<file path="src/rtl/hilo_mul_ctrl.sv">
// hilo_mul_ctrl: multi-cycle shift-add multu engine owning HI/LO, with EX stall and result-mux select
module hilo_mul_ctrl #(
  parameter int BITS_PER_CYCLE = 1
) (
  input  logic        clk,
  input  logic        rst,
  input  logic        issue_valid,
  input  logic        issue_mul,
  input  logic [1:0]  issue_class,
  input  logic [31:0] src_a,
  input  logic [31:0] src_b,
  output logic        stall,
  output logic [1:0]  mux_sel,
  output logic [31:0] hi_out,
  output logic [31:0] lo_out,
  output logic        busy,
  output logic        done
);
  localparam int N  = 32 / BITS_PER_CYCLE;
  localparam int CW = $clog2(N) + 1;
  typedef enum logic {IDLE, RUN} state_t;
  state_t         state_q, state_d;
  logic [63:0]    mcand_q, mcand_d, acc_q, acc_d, sum;
  logic [31:0]    mplier_q, mplier_d, hi_q, hi_d, lo_q, lo_d;
  logic [CW-1:0]  cnt_q, cnt_d;
  logic           done_q, done_d, accept;
  assign busy   = state_q == RUN;
  assign done   = done_q;
  assign hi_out = hi_q;
  assign lo_out = lo_q;
  // hazard stall, result select, and the shift-add datapath step; HI/LO only change on the final step
  always_comb begin
    stall    = rst & issue_valid & busy & (issue_mul | issue_class == 2'b01 | issue_class == 2'b10);
    mux_sel  = (rst & issue_valid & ~issue_mul) ? issue_class : 2'b00;
    accept   = state_q == IDLE & issue_valid & issue_mul & ~stall;
    sum      = acc_q + mcand_q * 64'(mplier_q[BITS_PER_CYCLE-1:0]);
    state_d  = state_q;
    mcand_d  = mcand_q;
    mplier_d = mplier_q;
    acc_d    = acc_q;
    cnt_d    = cnt_q;
    hi_d     = hi_q;
    lo_d     = lo_q;
    done_d   = 1'b0;
    if (accept) begin
      state_d  = RUN;
      mcand_d  = {32'd0, src_a};
      mplier_d = src_b;
      acc_d    = 64'd0;
      cnt_d    = CW'(N - 1);
    end else if (state_q == RUN) begin
      acc_d    = sum;
      mcand_d  = mcand_q << BITS_PER_CYCLE;
      mplier_d = mplier_q >> BITS_PER_CYCLE;
      cnt_d    = cnt_q - CW'(1);
      if (cnt_q == '0) begin
        {hi_d, lo_d} = sum;
        done_d       = 1'b1;
        state_d      = IDLE;
      end
    end
  end
  // state register; reset aborts any multiply in flight and clears HI/LO
  always_ff @(posedge clk or negedge rst) begin
    if (!rst) begin
      state_q  <= IDLE;
      mcand_q  <= '0;
      mplier_q <= '0;
      acc_q    <= '0;
      cnt_q    <= '0;
      hi_q     <= '0;
      lo_q     <= '0;
      done_q   <= 1'b0;
    end else begin
      state_q  <= state_d;
      mcand_q  <= mcand_d;
      mplier_q <= mplier_d;
      acc_q    <= acc_d;
      cnt_q    <= cnt_d;
      hi_q     <= hi_d;
      lo_q     <= lo_d;
      done_q   <= done_d;
    end
  end
endmodule

</file>
<file path="config.mk">
export PLATFORM = sky130hd
export DESIGN_NAME = hilo_mul_ctrl
export DESIGN_NICKNAME = d
export VERILOG_FILES = /design/src/rtl/hilo_mul_ctrl.sv
export SDC_FILE = /design/constraint.sdc
export NUM_CORES = 1
export LEC_CHECK = 0
export ABC_AREA = 1
export CORE_MARGIN = 3
export CORE_UTILIZATION = 40
export DETAILED_ROUTE_END_ITERATION = 8
export PLACE_DENSITY_LB_ADDON = 0.1
export SETUP_SLACK_MARGIN = 0.5
export SYNTH_ARGS = -nofsm -noshare
export SYNTH_HDL_FRONTEND = slang
export SYNTH_SLANG_ARGS = --single-unit
</file>
<file path="constraint.sdc">
create_clock -name clk -period 2.45 [get_ports clk]
set_input_delay 0.49 -clock clk [delete_from_list [all_inputs] [get_ports clk]]
set_output_delay 0.49 -clock clk [all_outputs]
set_load 0.01 [all_outputs]
</file>
==> flow_metrics.tcl, run 1 <==
set metrics [dict create \
    status "finished, violations left" \
    violations "negative setup slack" \
    timing.final.ws_setup_ns -0.139 \
    fmax_mhz 386 \
    firstDrtPassIters 5 \
    io_buffers 138 \
    endpoint_kind "flip-flop" \
    critPathMaxStageDelay_ns 0.47 \
    synth_cells 2324 \
    grt_pass1_wl_um 81500 \
    power_density_nw_per_um2 397 \
    grt_usage_pct 25.2 \
    hold_class "in -> async" \
    p_leak_uw 0.0113 \
    synth_async_sr_flop_share_pct 100 \
    vdd_ir_drop_max_v 0.000461 \
    detail_route.wl_per_cell_um 16.5 \
    num_antenna_cells 0 \
    final_cell_mix "880 x nand2_1, 479 x inv_1, 230 x dfrtp_1" \
    ys_seq_elements 232 \
    cts-htree-levels 1 \
    power_frac_seq_pct 46.1 \
    dp_hpwl_um 39900 \
    drv_cap 0 \
    synth_cell_types 36 \
    vias_per_cell 4.78 \
    p_sw_uw 1860 \
    critPathLaunchType "flip-flop" \
    clockPowerShare_pct 51.4 \
    clkTransAtPathRegs_ns 0.06 \
    rsz0062_at_grt "yes" \
    final.min_clock_period_ns 2.59 \
    drive_gt1_share_pct 19.7 \
    grt_pass1_vias 14600 \
    nNetsFinal 2739 \
    grt_overflow 0 \
    cts_tree "built" \
    hold_buffers 0 \
    coreArea_um2 37700 \
    antenna_found_initial 0 \
    cpMostUsedCell "nand2_1" \
    pwr-share-comb_pct 2.5 \
    grt_start_max_net_pins 117 \
    path_buf_inv 5 \
    critPathRequiredTime_ns 2.90 \
    clkSinkCount 232 \
    critPathSlowestCell "dfrtp_2" \
    finalHoldViolCount 0 \
    drv_slew 0 \
    postRouteAntennaNets 0 \
    synth_ff_type "dfrtp_1" \
    synth_seq_area_share_pct 37.9 \
    placed_area_um2 19100 \
    chipWidth_um 202 \
    path_cells "buf_12, nand2_1, inv_1, ha_1, buf_4, nand2_2, buf_4, nor2_2, nand2_1, inv_1, nand2_1, nand2_1, a21oi_2, nand3_1, nand3_1, nand2_1" \
    numCtsBuffers 27 \
    nFillCells 3747 \
    clockBufferDepth 3 \
    root_buffer "clkbuf_16" \
    wl_um 51900 \
    p_total_uw 8320 \
    start_util_pct 40.6 \
    ys_top_cells_by_area "dfrtp_1 38%, nand2_1 24%, inv_1 12%" \
    ios 139 \
    vias 15000 \
    critPathTopFamily "simple AND/OR/NAND/NOR gates" \
    synth_top_area_cell "dfrtp_1" \
    die_area_um2 40600 \
    slew_headroom_pct 38.2 \
    synth_nets 2460 \
    seq_area_um2 5810 \
    netlist_area_um2 15300 \
    synth_enable_flop_cells 0 \
    ys.warnings.count 0 \
    critPathArrivalTime_ns 3.03 \
    syn_to_final_growth_pct 36.9 \
    num_rows 71 \
    final_core_util_pct 55.6 \
    dr.first_iter.drc_count 922 \
    worstPathMaxFanout 25 \
    fp.dieH_um 202 \
    fin_skew_ns 0.0217 \
    gp_congestion 0.946 \
    p_sw_share_pct 22.3 \
    synth_top_area_share_pct 37.9 \
    multiInputGateArea_um2 8870 \
    mostFrequentLayoutCell "nand2_1" \
    post-route-period-util_pct 106 \
    path_class "reg -> reg" \
    drc 0 \
    setup_viol 63 \
    worst_pin_slew_ns 0.927 \
    design_area_um2 21000 \
    p_int_uw 6460 \
    syn_area_per_cell_um2 6.59 \
    clkLatencyLatePin_ns 0.58 \
]
[logic make-up (layout without fill, tap and decap cells)]
family	Yosys count	after routing	synth area share, %
flip-flops	232	232	37.9
XOR/XNOR	29	29	1.66
buffers and inverters	562	862	14.0
adder cells (fa/ha/maj)	66	66	5.44
AO/OA/AOI/OAI	202	202	8.55
AND/OR/NAND/NOR	1233	1233	32.5
[routing by layer]
layer  share of wire, %  global-route usage (%)  wire length (um)  vias up
met1                 50                    38.8             26100     6968
met5                  0                       0                 0        -
met2                 43                    38.5             22100      334
li1                   -                       -                 -     7633
met4                2.0                    4.98              1020        0
met3                5.2                    2.75              2710       51
[stage by stage]
step	hold slack, ns	instances	TNS (ns)	setup WS (ns)
global route	0.0298	3135	-15.85	-0.311
finish	0.0180	3135	-2.98	-0.139
detailed placement	0.460	3076	-8.77	-0.352
floorplan	0.194	2324	0	0.201
CTS	0.0195	3131	-3.62	-0.122
global placement	0.457	3076	-7.39	-0.338
[cells in the mapped netlist, drive strengths merged (3+ instances only)]
library cell,instances
nand2,970
inv,501
dfrtp,232
nand3,123
nor2,103
ha,65
o221ai,60
o21ai,59
a21oi,45
clkbuf,31
buf,30
xnor2,23
o22ai,19
nand3b,14
nor3,12
a22oi,10
xor2,6
nand4,5
or2,4
o211ai,3
[worst paths after layout]
| kind | start | end | slack, ns | depth (start not counted) |
|---|---|---|---|---|
| max in group asynchronous | rst | mplier_q[10] | 1.85 | 2 |
| min in group clk | mcand_q[63] | mcand_q[63] | 0.47 | 2 |
| worst max register to register | mplier_q[0] | hi_out[23] | -0.14 | 16 |
| worst min register to register | mcand_q[63] | mcand_q[63] | 0.47 | 2 |
| worst min-delay path | rst | acc_q[32] | 0.02 | 2 |
| worst max-delay path | mplier_q[0] | hi_out[23] | -0.14 | 16 |
[final cells by class]
type | instances | share of cell area, %
inverter | 501 | 8.98
sequential | 232 | 27.7
clock buffer | 38 | 3.85
multi-input combinational | 1530 | 42.3
tap | 511 | 3.05
timing repair buffer | 311 | 13.4
clock inverter | 12 | 0.681
[what timing repair did]
| item | CTS | global route |
|---|---|---|
| pin swaps | 11 | 9 |
| buffers inserted | 5 | 4 |
| gates cloned | 0 | 0 |
| setup endpoints to repair | 186 | 280 |
| gates resized for setup | 73 | 137 |
| hold endpoints to repair | 0 | 0 |
[sequential cells by signal, summed over array words and instances (netlist names)]
signal    flops
busy          1
acc_q        64
hi_out       32
cnt_q         6
mcand_q      64
mplier_q     32
lo_out       32
done          1
[worst reg2reg max path, delay by kind of cell, from the launching register on]
family          cells  cell delay [ns]
compound gates      1             0.25
buf+inv             5             0.59
flops               1             0.47
fa+ha+maj           1             0.29
simple gates        9             0.87
[power by group through the flow]
stage               Combinational [uW]  Sequential [uW]  Clock, uW
finish                             211             3830       4280
global route                       235             3830       4570
CTS                                219             3830       4390
detailed placement                 219             3900          0
global placement                   218             3900          0
floorplan                         4.64             3900          0
Note: power is estimated with default switching activity, not from simulation.
==> inputs of run 2 (changes only) <==
RECOVER_POWER = 100   (was unset)
==> run 2 against run 1 <==
  * Wire length grew 0.18%
  * Setup slack gained 0.0026 ns
  * Flip-flop and latch count is the same
  * Final cell count is essentially flat
  * The run ends with max-capacitance violations, max-slew violations, negative setup slack left
  * Via count grew 0.24%
==> flow_metrics.tcl, run 2 (synthesis results as in run 1) <==
set metrics [dict create \
    finalHoldViolCount 0 \
    worstPathMaxFanout 16 \
    slew_headroom_pct -33.9 \
    fp.dieH_um 202 \
    multiInputGateArea_um2 8870 \
    gp_congestion 0.946 \
    coreArea_um2 37700 \
    status "finished, violations left" \
    grt_start_max_net_pins 117 \
    grt_usage_pct 25.2 \
    cts-htree-levels 1 \
    startpoint "mplier_q[0]" \
    grt_pass1_wl_um 81500 \
    r2r-start "mplier_q[0]" \
    placed_cells 3076 \
    wl_um 51900 \
    dp_hpwl_um 39900 \
    dr.first_iter.drc_count 921 \
    fmax_mhz 387 \
    layout.cells.non_filler 3136 \
    cp-endpoint "hi_out[23]" \
    vias_per_cell 4.79 \
    p_int_uw 6460 \
    critPathRequiredTime_ns 2.90 \
    p_total_uw 8320 \
    final_cell_mix "880 x nand2_1, 479 x inv_1, 231 x dfrtp_1" \
    grt_overflow 0 \
    clockPowerShare_pct 51.5 \
    firstDrtPassIters 7 \
    p_sw_share_pct 22.4 \
    num_rows 71 \
    nFillCells 3754 \
    hold_class "in -> async" \
    clockBufferDepth 3 \
    critPathLaunchType "flip-flop" \
    critPathSlowestCell "dfrtp_2" \
    start_util_pct 40.6 \
    clkSinkCount 232 \
    vias 15000 \
    cpMostUsedCell "nand2_1" \
    final.min_clock_period_ns 2.59 \
    p_sw_uw 1860 \
    reg2reg_slack_ns -0.14 \
    nNetsFinal 2739 \
    vdd_ir_drop_max_v 0.000461 \
    detail_route.wl_per_cell_um 16.6 \
    setup_tns_ns -3.06 \
    drv_cap 2 \
    postRouteAntennaNets 0 \
    drv_slew 197 \
    dp_slack_ns -0.352 \
    path_buf_inv 5 \
    mostFrequentLayoutCell "nand2_1" \
    rsz0062_at_grt "yes" \
    final_core_util_pct 55.5 \
    io_buffers 138 \
    power_density_nw_per_um2 398 \
    seq_area_um2 5810 \
    cts_tree "built" \
    hold_buffers 0 \
    critPathTopFamily "simple AND/OR/NAND/NOR gates" \
    chipWidth_um 202 \
    largest_registers "acc_q x64, mcand_q x64" \
    worst_r2r_endpoint "hi_out[23]" \
    worstSetupPathDepth 17 \
    clkLatencyLatePin_ns 0.58 \
    pwr-share-comb_pct 2.4 \
    antenna_found_initial 1 \
    power_frac_seq_pct 46.1 \
    path_class "reg -> reg" \
    grt_pass1_vias 14600 \
    die_area_um2 40600 \
    clkTransAtPathRegs_ns 0.07 \
    worst_pin_slew_ns 2.01 \
    drive_gt1_share_pct 19.6 \
    syn_to_final_growth_pct 36.5 \
    setup_viol 62 \
    worstRegToRegCells 17 \
    numCtsBuffers 27 \
    post-route-period-util_pct 106 \
    root_buffer "clkbuf_16" \
    violations "max-capacitance violations, max-slew violations, negative setup slack" \
    p_leak_uw 0.0112 \
    critPathArrivalTime_ns 3.03 \
    ios 139 \
    endpoint_kind "flip-flop" \
    path_cells "buf_12, nand2_2, inv_1, ha_4, nand2_1, nor2_4, nand2_1, inv_1, nand3_1, nand3b_1, buf_4, buf_4, nand2_2, nand2_1, nand2_1, nand3_1, nand2_1" \
    drc 0 \
    critPathMaxStageDelay_ns 0.47 \
    fin_skew_ns 0.0227 \
    timing.final.ws_setup_ns -0.137 \
]
## run 2: repair_timing
item	4_1_cts	5_1_grt
buffers inserted	5	4
setup endpoints to repair	186	280
pin swaps	11	9
resized for setup	73	137
## run 2: layer usage
layer  global-route usage (%)  part of all wire, %  wire length (um)
met5                        0                    0                 0
met1                     38.8                   51             26400
met2                     38.5                   43             22200
met3                     2.75                  4.4              2290
met4                     4.98                  2.0              1030
## run 2: worst min path at each step
stage              endpoint  slack [ns]  cells after the start
2_1_floorplan      acc_q[0]        0.19                      0
3_3_place_gp    mcand_q[63]        0.46                      2
3_5_place_dp    mcand_q[63]        0.46                      2
4_1_cts           acc_q[32]        0.02                      2
5_1_grt        mplier_q[31]        0.48                      3
6_report         lo_out[24]        0.42                      2
## run 2: layout make-up
type | instances | share of cell area (%)
sequential | 232 | 27.8
multi-input combinational | 1530 | 42.4
tap | 511 | 3.06
antenna | 1 | 0.0120
inverter | 501 | 9.00
clock inverter | 12 | 0.683
clock buffer | 38 | 3.86
timing repair buffer | 311 | 13.2
## run 2: power groups by stage
| stage | Clock [uW] | Sequential [uW] | Combinational, uW |
|---|---|---|---|
| 2_1_floorplan | 0 | 3900 | 4.64 |
| 3_3_place_gp | 0 | 3900 | 218 |
| 3_5_place_dp | 0 | 3900 | 219 |
| 4_1_cts | 4390 | 3830 | 219 |
| 5_1_grt | 4570 | 3830 | 226 |
| 6_report | 4290 | 3830 | 202 |
## run 2: metrics by stage
step	area, um^2	hold slack, ns
detailed placement	19100	0.460
global placement	19100	0.457
CTS	20400	0.0195
finish	20900	0.425
global route	20900	0.485
floorplan	16000	0.194
==> inputs of run 3 (changes only) <==
ABC_AREA = unset   (was 1)
==> run 3 against run 2 <==
  * Sequential share of layout area grew 1.0 points
  * Clock skew down 0.0080 ns
  * First-iteration DRC count down 22%
  * Core utilization increased by 4.4 points
  * Non-clock buffer count increased by 183
  * Combinational power grew 2%
  * Via count down 13%
  * The flow still finishes with violations (max-capacitance violations, max-slew violations, negative setup slack)
  * Fmax down 19%
  * Global-route usage shrank 1.0 points
==> flow_metrics.tcl, run 3 <==
set metrics [dict create \
    antenna_found_initial 2 \
    final.min_clock_period_ns 3.19 \
    worstPathMaxFanout 22 \
    drc 0 \
    critPathArrivalTime_ns 3.62 \
    synth_xor_area_share_pct 4.18 \
    synth_cells 1620 \
    p_int_uw 6400 \
    endpoint_kind "flip-flop" \
    ys_seq_elements 232 \
    path_buf_inv 2 \
    fp.dieH_um 191 \
    synth_async_sr_flop_share_pct 100 \
    path_cells "buf_12, and2_4, ha_4, fa_2, a21o_4, a31oi_4, or4_4, a21oi_4, nor2_2, buf_4, o21a_4, o31ai_4, xor2_1, mux2_4" \
    synth_top_area_share_pct 42.3 \
    clockBufferDepth 3 \
    synth_compound_area_share_pct 19.3 \
    p_sw_share_pct 22.1 \
    synth_nets 1756 \
    drv_slew 117 \
    chipWidth_um 191 \
    clkLatencyLatePin_ns 0.56 \
    final_cell_mix "460 x nand2_1, 329 x buf_4, 230 x dfrtp_1" \
    postRouteAntennaNets 0 \
    design_area_um2 20200 \
    cts-htree-levels 1 \
    cts_tree "built" \
    finalHoldViolCount 0 \
    synth_top_area_cell "dfrtp_1" \
    vias_per_cell 5.21 \
    hold_class "reg -> reg" \
    syn_to_final_growth_pct 46.9 \
    synth_top_family_by_area "simple AND/OR/NAND/NOR gates" \
    vias 13000 \
    critPathTopFamily "compound AO/OA/AOI/OAI gates" \
    numCtsBuffers 28 \
    status "finished, violations left" \
    ys_top_cells_by_area "dfrtp_1 42%, nand2_1 13%, ha_1 5.9%" \
    firstDrtPassIters 5 \
    netlist_area_um2 13700 \
    largest_registers "acc_q x64, mcand_q x64" \
    fin_skew_ns 0.0147 \
    grt_overflow 0 \
    synth_enable_flop_cells 0 \
    dp_hpwl_um 32300 \
    gp_congestion 0.944 \
    num_rows 67 \
    dr.first_iter.drc_count 718 \
    critPathRequiredTime_ns 2.89 \
    synthSimpleGateAreaFrac_pct 22.1 \
    start_util_pct 40.7 \
    clockPowerShare_pct 50.8 \
    root_buffer "clkbuf_16" \
    yosys-top-cells-count "467 x nand2_1, 232 x dfrtp_1, 101 x o21ai_0, 86 x clkbuf_1, 75 x a21oi_1" \
    setup_viol 140 \
    fmax_mhz 314 \
    pwr-share-comb_pct 2.5 \
    path_class "reg -> reg" \
    grt_pass1_vias 13300 \
    grt_pass1_wl_um 71800 \
    placed_area_um2 18200 \
    power_density_nw_per_um2 407 \
    ios 139 \
    vdd_ir_drop_max_v 0.000494 \
    synth_ff_type "dfrtp_1" \
    post-route-period-util_pct 130 \
    worst_pin_slew_ns 1.65 \
    critPathLaunchType "flip-flop" \
    wl_um 44400 \
    ys.warnings.count 0 \
    drive_gt1_share_pct 29.3 \
    timing.final.ws_setup_ns -0.736 \
    p_leak_uw 0.0104 \
    synth_adder_area_share_pct 6.07 \
    drv_cap 1 \
    die_area_um2 36600 \
    io_buffers 138 \
    setup_tns_ns -57.19 \
    clkTransAtPathRegs_ns 0.06 \
    mostFrequentLayoutCell "nand2_1" \
    nNetsFinal 2174 \
    slew_headroom_pct -10.2 \
    yosysMostFrequentCell "nand2_1" \
    syn_area_per_cell_um2 8.48 \
    critPathSlowestCell "or4_4" \
    synth_seq_area_share_pct 42.3 \
    clkSinkCount 232 \
    p_sw_uw 1810 \
    violations "max-capacitance violations, max-slew violations, negative setup slack" \
    coreArea_um2 33700 \
    synth_cell_types 79 \
    detail_route.wl_per_cell_um 17.7 \
    grt_start_max_net_pins 117 \
    critPathMaxStageDelay_ns 0.55 \
    synthMuxAreaShare_pct 2.26 \
    rsz0062_at_grt "yes" \
    grt_usage_pct 24.2 \
    power_frac_seq_pct 46.7 \
]
run 3: cell types whose count changed after synthesis, sizes merged, moves of 30 or more:
cell / delta
a21o: +30
o221ai: -59
inv: -476
o21ai: +59
nand3: -103
a21oi: +32
a22oi: +53
nor2: -36
and2: +64
clkbuf: +55
nand2: -503
run 3: tightest hold or removal path: stages (launching register included):
cell	delay, ns
dfrtp_1	0.33
nand2_1	0.05
nand2_1	0.05
run 3: cell type report:
type	count	area [um^2]
repair buffers	494	4090
clock buffers	39	792
fillers	3030	13500
clock inverters	10	125
diodes	1	2.50
inverters	26	97.6
well taps	448	561
multi-input cells	1256	8690
flip-flops and latches	232	5810
run 3: repair_timing:
item / CTS / global route
pin swaps: 31 / 25
setup buffers: 4 / 10
resized for setup: 120 / 128
hold buffers: 1 / 0
endpoints found under the setup margin: 175 / 192
endpoints found under the hold margin: 23 / 0
run 3: cells by family (layout without fill, tap and decap cells):
family / count (synthesis) / after routing
other: 0 / 1
DFF: 232 / 232
AOI/OAI and AO/OA: 396 / 396
xor gates and xnor gates: 64 / 64
and+or+nand+nor: 701 / 701
adders and majority gates: 66 / 66
buffers and inverters: 132 / 569
muxes: 29 / 29
run 3: power groups by stage:
stage | clock (uW) | sequential [uW] | combinational (uW)
after global routing | 4440 | 3830 | 229
after global placement | 0 | 3900 | 222
after CTS | 4270 | 3830 | 220
after detailed placement | 0 | 3900 | 220
final | 4170 | 3830 | 207
after floorplan | 0 | 3900 | 5.79
run 3: stage by stage:
stage	util, %	cells	hold slack [ns]	total power, uW	setup slack, ns
after floorplan	-	1620	0.194	3910	-0.564
after global placement	54.0	2441	0.459	4120	-1.03
after detailed placement	54.0	2441	0.461	4120	-1.04
after CTS	58.6	2495	0.111	8320	-0.739
after global routing	59.9	2506	0.469	8500	-0.862
final	59.9	2506	0.463	8210	-0.736
run 3: final timing paths:
path	cells after the start	end	slack [ns]	from
setup / recovery	14	hi_out[14]	-0.74	mplier_q[0]
setup reg to reg	14	hi_out[14]	-0.74	mplier_q[0]
max in group asynchronous	3	mcand_q[15]	0.15	rst
hold / removal	2	hi_out[11]	0.46	hi_out[11]
hold reg to reg	2	hi_out[11]	0.46	hi_out[11]
min in group asynchronous	2	acc_q[6]	1.01	rst
run 3: per-layer routing:
layer  up-vias  share of wire [%]  GRT usage [%]
met5         -                  0              0
met4         0                2.1           5.08
li1       6427                  -              -
met1      6293                 48           35.1
met3        48                4.1           3.12
met2       278                 46           38.9
